File: config.mk
export PLATFORM = sky130hd
export DESIGN_NAME = thumb_multireg_sequencer
export DESIGN_NICKNAME = d
export VERILOG_FILES = /design/src/rtl/thumb_pkg.sv /design/src/rtl/thumb_reglist_scan.sv /design/src/rtl/thumb_multireg_sequencer.sv
export SDC_FILE = /design/constraint.sdc
export NUM_CORES = 1
export LEC_CHECK = 0
export ABC_AREA = 1
export BUFFER_PORTS_ARGS = -buffer_cell sky130_fd_sc_hd__buf_2
export CAP_MARGIN = 30
export CORE_ASPECT_RATIO = 1.2
export CORE_UTILIZATION = 50
export CTS_CLUSTER_DIAMETER = 150
export CTS_CLUSTER_SIZE = 24
export DETAILED_ROUTE_END_ITERATION = 16
export HOLD_SLACK_MARGIN = 0.06
export PLACE_DENSITY = 0.8
export SLEW_MARGIN = 25
export SYNTH_ARGS = -nofsm -noshare
export SYNTH_HDL_FRONTEND = slang
export SYNTH_HIERARCHICAL = 1
export SYNTH_SLANG_ARGS = --single-unit
File: constraint.sdc
create_clock -name clk -period 6.7 [get_ports clk]
set_input_delay 0.67 -clock clk [delete_from_list [all_inputs] [get_ports clk]]
set_output_delay 0.67 -clock clk [all_outputs]
set_load 0.02 [all_outputs]
File: src/rtl/thumb_pkg.sv
// rtl/thumb_pkg.sv - shared encodings for the Thumb multi-register sequencer
//
// Contents: command op encodings, architectural register indices,
// sequencer state enum, and the mask-bit to register translation.

package thumb_pkg;

    localparam logic [1:0] OP_STM  = 2'b00;
    localparam logic [1:0] OP_LDM  = 2'b01;
    localparam logic [1:0] OP_PUSH = 2'b10;
    localparam logic [1:0] OP_POP  = 2'b11;

    localparam logic [3:0] REG_SP = 4'hd;
    localparam logic [3:0] REG_LR = 4'he;
    localparam logic [3:0] REG_PC = 4'hf;

    typedef enum logic [1:0] {
        ST_IDLE   = 2'd0,
        ST_ISSUE  = 2'd1,
        ST_FINISH = 2'd2
    } state_e;

    // Mask bit 8 stands for LR on PUSH and PC on POP; bits 0-7 are r0-r7.
    function automatic logic [3:0] mask_bit_to_reg(input logic [3:0] idx,
                                                   input logic [1:0] op);
        logic [3:0] r;
        if (idx == 4'd8) begin
            r = (op == OP_PUSH) ? REG_LR : REG_PC;
        end else begin
            r = idx;
        end
        return r;
    endfunction

endpackage

File: src/rtl/thumb_reglist_scan.sv
// rtl/thumb_reglist_scan.sv - combinational scan of a 9-bit register mask
//
// Ports:
//   mask       in  9  working register mask (bit 8 = LR/PC slot)
//   count      out 4  number of set bits, 0..9
//   lowest_idx out 4  index of the lowest set bit (0 when mask is empty)
//   single     out 1  exactly one bit set

module thumb_reglist_scan (
    input  logic [8:0] mask,
    output logic [3:0] count,
    output logic [3:0] lowest_idx,
    output logic       single
);

    always_comb begin
        count      = '0;
        lowest_idx = '0;
        // Scan downwards so the last hit wins, leaving the lowest set bit.
        for (int i = 8; i >= 0; i--) begin
            if (mask[i]) begin
                lowest_idx = 4'(i);
            end
        end
        for (int i = 0; i < 9; i++) begin
            count = count + {3'b000, mask[i]};
        end
        single = (count == 4'd1);
    end

endmodule

File: src/rtl/thumb_multireg_sequencer.sv
// rtl/thumb_multireg_sequencer.sv - splits STM/LDM/PUSH/POP into per-register LSU micro-ops
//
// Ports:
//   clk, rst                      clock, synchronous active-high reset
//   cmd_valid/cmd_ready           decode-stage command handshake (ready only in IDLE)
//   cmd_op/rn/list/rbit/base      decoded command fields
//   flush                         synchronous abort, highest priority
//   uop_valid/uop_ready           LSU micro-op handshake
//   uop_load/reg/addr/last        micro-op payload
//   wb_valid/wb_reg/wb_value      one-cycle base register writeback
//   done                          one-cycle completion pulse
// All outputs are registered.

module thumb_multireg_sequencer
    import thumb_pkg::*;
#(
    parameter int ADDR_W = 32,
    parameter int STEP   = 4
) (
    input  logic              clk,
    input  logic              rst,
    input  logic              cmd_valid,
    output logic              cmd_ready,
    input  logic [1:0]        cmd_op,
    input  logic [3:0]        cmd_rn,
    input  logic [7:0]        cmd_list,
    input  logic              cmd_rbit,
    input  logic [ADDR_W-1:0] cmd_base,
    input  logic              flush,
    output logic              uop_valid,
    input  logic              uop_ready,
    output logic              uop_load,
    output logic [3:0]        uop_reg,
    output logic [ADDR_W-1:0] uop_addr,
    output logic              uop_last,
    output logic              wb_valid,
    output logic [3:0]        wb_reg,
    output logic [ADDR_W-1:0] wb_value,
    output logic              done
);

    // Control state
    state_e            state_q, state_d;
    logic [8:0]        mask_q, mask_d;
    logic [ADDR_W-1:0] addr_q, addr_d;
    logic [ADDR_W-1:0] final_q, final_d;
    logic [1:0]        op_q, op_d;
    logic [3:0]        rn_q, rn_d;
    logic              wb_en_q, wb_en_d;

    // Registered outputs
    logic              cmd_ready_q, cmd_ready_d;
    logic              uop_valid_q, uop_valid_d;
    logic              uop_load_q, uop_load_d;
    logic [3:0]        uop_reg_q, uop_reg_d;
    logic [ADDR_W-1:0] uop_addr_q, uop_addr_d;
    logic              uop_last_q, uop_last_d;
    logic              wb_valid_q, wb_valid_d;
    logic [3:0]        wb_reg_q, wb_reg_d;
    logic [ADDR_W-1:0] wb_value_q, wb_value_d;
    logic              done_q, done_d;

    // Incoming command decode
    logic              cmd_has_rbit;
    logic [8:0]        cmd_mask;
    logic [3:0]        cmd_count;
    logic [3:0]        cmd_lowest_unused;
    logic              cmd_single_unused;
    logic [ADDR_W-1:0] cmd_span;
    logic [ADDR_W-1:0] cmd_start;
    logic [ADDR_W-1:0] cmd_final;
    logic              cmd_rn_in_list;
    logic              cmd_wb_en;

    // Scan of the mask that will be live next cycle, feeding the registered uop fields
    logic [3:0]        next_count_unused;
    logic [3:0]        next_lowest;
    logic              next_single;

    logic              uop_fire;

    assign cmd_has_rbit = (cmd_op == OP_PUSH) || (cmd_op == OP_POP);
    assign cmd_mask     = {cmd_rbit & cmd_has_rbit, cmd_list};

    thumb_reglist_scan u_scan_cmd (
        .mask       (cmd_mask),
        .count      (cmd_count),
        .lowest_idx (cmd_lowest_unused),
        .single     (cmd_single_unused)
    );

    thumb_reglist_scan u_scan_next (
        .mask       (mask_d),
        .count      (next_count_unused),
        .lowest_idx (next_lowest),
        .single     (next_single)
    );

    assign cmd_span  = ADDR_W'(STEP) * ADDR_W'(cmd_count);
    // PUSH is a full-descending store: it starts below the base and the
    // new SP is that start address; everything else walks upward from base.
    assign cmd_start = (cmd_op == OP_PUSH) ? (cmd_base - cmd_span) : cmd_base;
    assign cmd_final = (cmd_op == OP_PUSH) ? (cmd_base - cmd_span) : (cmd_base + cmd_span);

    // An LDM that loads its own base keeps the loaded value, so no writeback.
    assign cmd_rn_in_list = !cmd_rn[3] && cmd_list[cmd_rn[2:0]];
    assign cmd_wb_en      = (cmd_count != 4'd0) && !((cmd_op == OP_LDM) && cmd_rn_in_list);

    assign uop_fire = uop_valid_q && uop_ready;

    always_comb begin
        state_d     = state_q;
        mask_d      = mask_q;
        addr_d      = addr_q;
        final_d     = final_q;
        op_d        = op_q;
        rn_d        = rn_q;
        wb_en_d     = wb_en_q;
        uop_valid_d = 1'b0;
        uop_load_d  = uop_load_q;
        uop_reg_d   = uop_reg_q;
        uop_addr_d  = uop_addr_q;
        uop_last_d  = uop_last_q;
        wb_valid_d  = 1'b0;
        wb_reg_d    = wb_reg_q;
        wb_value_d  = wb_value_q;
        done_d      = 1'b0;

        case (state_q)
            ST_IDLE: begin
                if (cmd_valid) begin
                    mask_d  = cmd_mask;
                    addr_d  = cmd_start;
                    final_d = cmd_final;
                    op_d    = cmd_op;
                    rn_d    = cmd_rn;
                    wb_en_d = cmd_wb_en;
                    if (cmd_count == 4'd0) begin
                        state_d = ST_FINISH;
                        done_d  = 1'b1;
                    end else begin
                        state_d     = ST_ISSUE;
                        uop_valid_d = 1'b1;
                    end
                end
            end
            ST_ISSUE: begin
                if (uop_fire) begin
                    mask_d = mask_q & (mask_q - 9'd1);
                    addr_d = addr_q + ADDR_W'(STEP);
                    if (uop_last_q) begin
                        state_d    = ST_FINISH;
                        done_d     = 1'b1;
                        wb_valid_d = wb_en_q;
                        wb_reg_d   = rn_q;
                        wb_value_d = final_q;
                    end else begin
                        uop_valid_d = 1'b1;
                    end
                end else begin
                    uop_valid_d = 1'b1;
                end
            end
            ST_FINISH: begin
                state_d = ST_IDLE;
            end
            default: begin
                state_d = ST_IDLE;
            end
        endcase

        // Payload only changes when the next cycle carries a micro-op, so a
        // stalled micro-op recomputes to identical values.
        if (uop_valid_d) begin
            uop_load_d = (op_d == OP_LDM) || (op_d == OP_POP);
            uop_reg_d  = mask_bit_to_reg(next_lowest, op_d);
            uop_addr_d = addr_d;
            uop_last_d = next_single;
        end

        if (flush) begin
            state_d     = ST_IDLE;
            uop_valid_d = 1'b0;
            wb_valid_d  = 1'b0;
            done_d      = 1'b0;
        end

        cmd_ready_d = (state_d == ST_IDLE);
    end

    always_ff @(posedge clk) begin
        if (rst) begin
            state_q     <= ST_IDLE;
            mask_q      <= '0;
            addr_q      <= '0;
            final_q     <= '0;
            op_q        <= OP_STM;
            rn_q        <= '0;
            wb_en_q     <= 1'b0;
            cmd_ready_q <= 1'b1;
            uop_valid_q <= 1'b0;
            uop_load_q  <= 1'b0;
            uop_reg_q   <= '0;
            uop_addr_q  <= '0;
            uop_last_q  <= 1'b0;
            wb_valid_q  <= 1'b0;
            wb_reg_q    <= '0;
            wb_value_q  <= '0;
            done_q      <= 1'b0;
        end else begin
            state_q     <= state_d;
            mask_q      <= mask_d;
            addr_q      <= addr_d;
            final_q     <= final_d;
            op_q        <= op_d;
            rn_q        <= rn_d;
            wb_en_q     <= wb_en_d;
            cmd_ready_q <= cmd_ready_d;
            uop_valid_q <= uop_valid_d;
            uop_load_q  <= uop_load_d;
            uop_reg_q   <= uop_reg_d;
            uop_addr_q  <= uop_addr_d;
            uop_last_q  <= uop_last_d;
            wb_valid_q  <= wb_valid_d;
            wb_reg_q    <= wb_reg_d;
            wb_value_q  <= wb_value_d;
            done_q      <= done_d;
        end
    end

    assign cmd_ready = cmd_ready_q;
    assign uop_valid = uop_valid_q;
    assign uop_load  = uop_load_q;
    assign uop_reg   = uop_reg_q;
    assign uop_addr  = uop_addr_q;
    assign uop_last  = uop_last_q;
    assign wb_valid  = wb_valid_q;
    assign wb_reg    = wb_reg_q;
    assign wb_value  = wb_value_q;
    assign done      = done_q;

endmodule

### Yosys cells after proc, flatten, opt, wreduce, memory -nomap -nowiden

Cells that the tools add are included.

* logic and storage cells: 107
* bits of input ports: 52
* output and inout port bits: 78
* flip-flop bits (word level): 160

* reduce and logical (&&, ||, !) cells: 16
* add/sub/neg operators: 20
* mux-type cells: 39
* $lt $le $gt $ge: 1
* eq/ne operators: 9
* bitwise operators: 5

Operator list (count)
* $mux W32: 4
* $pmux W32 S2: 1
* $add A4 B1 Y4: 14
* $mux W4: 10
* $add A32 B3 Y32 const B: 1
* $add A32 B6 Y32: 1
* $sub A32 B6 Y32: 1
* $mux W9: 2
* $pmux W9 S2: 1
* $mux W2: 7
* $mux W1: 10
* $and A9 B9 Y9: 1
* $sub A9 B1 Y9 const B: 1
* $eq A2 B2 Y1 const B: 4
* $eq A2 B1 Y1 const B: 3
* $reduce_or A5 Y1: 1
* $add A1 B1 Y2: 2
* $eq A4 B1 Y1 const B: 1
* $eq A4 B4 Y1 const B: 1
* $logic_and A1 B1 Y1: 4
* $logic_not A2 Y1: 2
* $logic_not A4 Y1: 1
* $lt A3 B4 Y1 const B: 1
* $pmux W1 S2: 2
* other kinds (10): 14

### Depth between registers and ports, before layout

* word-level depth: 16
* depth in mapped cells: 27
* depth with buffers taken out: 26

### By module

The synthesis kept the hierarchy.

By module, submodules not included
* thumb_multireg_sequencer: cells an instance 1545, instances 1, area each 9549.2 um2, seq. area each 3203.1 um2
* thumb_reglist_scan: cells an instance 42, instances 2, area each 310.3 um2, seq. area each 0.0 um2

### Worst setup path before layout

Ideal clock, no wire load.

* path type: input to register
* from: input port cmd_list[3]
* to: register final_q[28]
* data required time: 6.583 ns
* stages on the path: 22
* data arrival time: 4.608 ns
* buffers on the path: 0
* setup slack: 1.975 ns
* cells stage by stage: bufinv_8 -> fa_1 -> fa_1 -> fa_1 -> fa_1 -> inv_1 -> fa_1 -> xor2_1 -> inv_1 -> ha_1 -> inv_2 -> nand2_1 -> o21ai_2 -> nand2_1 -> nor2_2 -> nand2_1 -> nor2_2 -> nand3_1 -> nand2_1 -> nand2_1 -> nor2_1 -> nor2_1

* word-level cells in the longest chain between the ends: 8

RTL lines
* from (decl): RTL line thumb_multireg_sequencer.sv:26 `input logic [7:0] cmd_list,`
* $add A4 B1 Y4 (*) (6 in series): RTL line thumb_reglist_scan.sv:26 `count = count + {3'b000, mask[i]};`
* net cmd_count[2]: RTL line thumb_multireg_sequencer.sv:66 `logic [3:0] cmd_count;`
* $add A32 B6 Y32 / $sub A32 B6 Y32 (equally long branches): RTL line thumb_multireg_sequencer.sv:103 `assign cmd_final = (cmd_op == OP_PUSH) ? (cmd_base - cmd_span) : (cmd_base + cmd_span);`
* $mux W32 (*): RTL line thumb_multireg_sequencer.sv:103
* to (signal assigned): RTL line thumb_multireg_sequencer.sv:214 `final_q <= final_d;`
* to (decl): RTL line thumb_multireg_sequencer.sv:46 `logic [ADDR_W-1:0] final_q, final_d;`

The timed path passes the listed nets; every way through them passes the cells marked *.
A chain may end at the register's enable or synchronous reset.

### Worst setup path after layout

* from: register state_q[1]
* to: register uop_last_q (netlist: uop_last)

* word-level cells in the longest chain between the ends: 11

RTL lines
* from (decl): RTL line thumb_multireg_sequencer.sv:43 `state_e state_q, state_d;`
* from (signal assigned): RTL line thumb_multireg_sequencer.sv:211 `state_q <= state_d;`
* $eq A2 B1 Y1 / $logic_not A2 Y1 (equally long branches): RTL line thumb_multireg_sequencer.sv:129 `case (state_q)`
* $pmux W9 S2 (*): RTL line thumb_multireg_sequencer.sv:129
* net mask_d[1]: RTL line thumb_multireg_sequencer.sv:44 `logic [8:0] mask_q, mask_d;`
* $add A1 B1 Y2 (*): RTL line thumb_reglist_scan.sv:26
* $add A4 B1 Y4 (*) (7 in series): RTL line thumb_reglist_scan.sv:26
* net next_count_unused[1]: RTL line thumb_multireg_sequencer.sv:76 `logic [3:0] next_count_unused;`
* $eq A4 B1 Y1 (*): RTL line thumb_reglist_scan.sv:28 `single = (count == 4'd1);`
* net next_single: RTL line thumb_multireg_sequencer.sv:78 `logic next_single;`
* to (signal assigned): RTL line thumb_multireg_sequencer.sv:223 `uop_last_q <= uop_last_d;`
* to (decl): RTL line thumb_multireg_sequencer.sv:57 `logic uop_last_q, uop_last_d;`

Marked as above.

==> results.cfg <==
[status]
status = completed

[final_layout]
post-route-util_pct = 58.3
nNetsFinal = 1776
drive_above_1_share_pct = 13.1
stdcell_count = 1975
area_growth_pct = 13.6

[sta]
worstMarginPinSlew_ns = 0.933
slew_headroom_pct = 37.7
setup_viol = 0
max_freq_mhz = 198
tns_ns = 0
rsz0062_at_grt = no
post-route-period-util_pct = 75.5
min_period_ns = 5.06
final_hold_viol_count = 0
clock_skew_ns = 0.00598
slew_viol_final = 0
whs_ns = 0.451

[worst_setup_path]
crit_chain = nor2_2 -> inv_2 -> nor2_4 -> inv_2 -> nor2_1 -> a211oi_1 -> inv_1 -> fa_1 -> fa_1 -> fa_1 -> fa_1 -> inv_1 -> fa_1 -> or2_1 -> nor3_2 -> o21ai_0 -> a21oi_1
crit_arrival_ns = 5.42
crit_required_ns = 7.06
path_common_cell = fa_1
path_delay_family = adder cells
startpoint_type = register
cp_slowest_stage_delay_ns = 0.59
crit_slowest_cell = dfxtp_1
worstPathMaxFanout = 28
critPathKind = reg -> reg
reg2reg_slack_ns = 1.64
worst-path-buf-inv = 4
end_kind = register

[floorplan]
coreArea_um2 = 19600
die_x_um = 132
initial_utilization_pct = 51.3
rows = 56
ioPinCount = 130
die_y_um = 157
die_area_um2 = 20700

[logic_synthesis]
ys.warnings.count = 6
syn_area_um2 = 10100
synth.avg_cell_area_um2 = 6.25
synth_nets = 1688
syn_inst = 1611

[pwr]
power_leakage_uw = 0.00566
power_density_nw_per_um2 = 268
ir_drop_uv = 159

[hold_path]
holdCritPathClass = reg -> reg

[clock_tree]
clk_pin_slew_worst_paths_ns = 0.06
cts_tree = yes
clock_path_buffers = 2
clkSinkCount = 160
clock_latency_ns = 0.43
cts_buffers = 17
hold_buffers = 0
h-tree-depth = 4
post_cts_buffers = 0
cts.repair.resized = 0
clockRootBuffer = clkbuf_16

[detailed_routing]
ant_nets = 0
vias_per_cell = 5.52
first_pass_iters = 6
wl_mm = 30.9
route.vias.total = 10900
wl_per_cell_um = 15.6
drt_iter0_drc = 1130
drc_errors = 0

[grt]
grtUsageTotal_pct = 30.3
grt_pass1_wl_mm = 50.3
grt_pass1_vias = 10100
grt_start_max_net_pins = 76
antenna_found_initial = 1
overflow = 0

[place]
place_hpwl_mm = 22.4
dp_cells = 1941
gp_congestion = 1.03
io_buffers = 129

[flow_run]
drv_cap = 0
[placed cells by master, fill, tap and decap left out, drive strengths merged, types with 2 or more instances in the layout]
| cell | count |
|---|---|
| nand2 | 340 |
| inv | 245 |
| nor2 | 227 |
| dfxtp | 160 |
| nand3 | 152 |
| o21ai | 143 |
| buf | 138 |
| a21oi | 108 |
| nand4 | 34 |
| nor3 | 27 |
| o211ai | 25 |
| clkbuf | 19 |
| ha | 13 |
| fa | 12 |
| or2 | 11 |
| clkinv | 7 |
| nor4 | 6 |
| bufinv | 6 |
| and2 | 5 |
| xor2 | 5 |
| nand3b | 4 |
| o21bai | 3 |
| a31oi | 3 |
| a41oi | 3 |
| diode | 2 |
| a211oi | 2 |
| a221oi | 2 |
| o2111ai | 2 |
| clkinvlp | 2 |
[area by class of cell]
type / count / area (µm²)
Tap cell: 261 / 327
Fill cell: 1912 / 8180
Multi-Input combinational cell: 1135 / 5620
Timing Repair Buffer: 138 / 713
Clock inverter: 13 / 185
Antenna cell: 2 / 5.00
Sequential cell: 160 / 3200
Inverter: 247 / 957
Clock buffer: 19 / 433
[worst register-to-register path: stages, from the launching register on]
cell and delay (ns):
dfxtp_1 0.59, nor2_2 0.21, inv_2 0.14, nor2_4 0.05
inv_2 0.40, nor2_1 0.09, a211oi_1 0.38, inv_1 0.16
fa_1 0.56, fa_1 0.43, fa_1 0.47, fa_1 0.38
inv_1 0.10, fa_1 0.40, or2_1 0.23, nor3_2 0.17
o21ai_0 0.10, a21oi_1 0.15
[report_power, final]
part | internal [µW] | total [µW] | switching [µW] | leakage [µW]
Clock | 625 | 1030 | 409 | 0.000298
Sequential | 1060 | 1130 | 69.3 | 0.00132
Combinational | 299 | 900 | 601 | 0.00405
[worst paths after layout]
kind | startpoint | endpoint | cells past startpoint
setup reg to reg | state_q[1]$_SDFF_PP0_ | uop_last$_SDFFE_PP0P_ | 17
setup / recovery | state_q[1]$_SDFF_PP0_ | uop_last$_SDFFE_PP0P_ | 17
hold reg to reg | wb_en_q$_SDFFE_PP0P_ | wb_valid$_SDFF_PP0_ | 2
hold / removal | wb_en_q$_SDFFE_PP0P_ | wb_valid$_SDFF_PP0_ | 2
[per-stage QoR]
stage	setup slack, ns	total power, µW	cell area (µm²)
2_1_floorplan	2.03	1780	10100
3_3_place_gp	1.53	2010	10800
3_5_place_dp	1.44	2030	10800
4_1_cts	1.68	3060	11400
5_1_grt	1.35	3250	11400
6_report	1.64	3060	11400
[layer usage]
| layer | wire [µm] | GRT usage, % | vias to the layer above |
|---|---|---|---|
| li1 | - | - | 5385 |
| met4 | 1270 | 14.1 | 0 |
| met3 | 2330 | 4.35 | 95 |
| met2 | 14000 | 50.8 | 500 |
| met1 | 13300 | 38.5 | 4919 |
| met5 | 0 | 0 | - |
No activity file was read; power rests on OpenSTA's default activity.
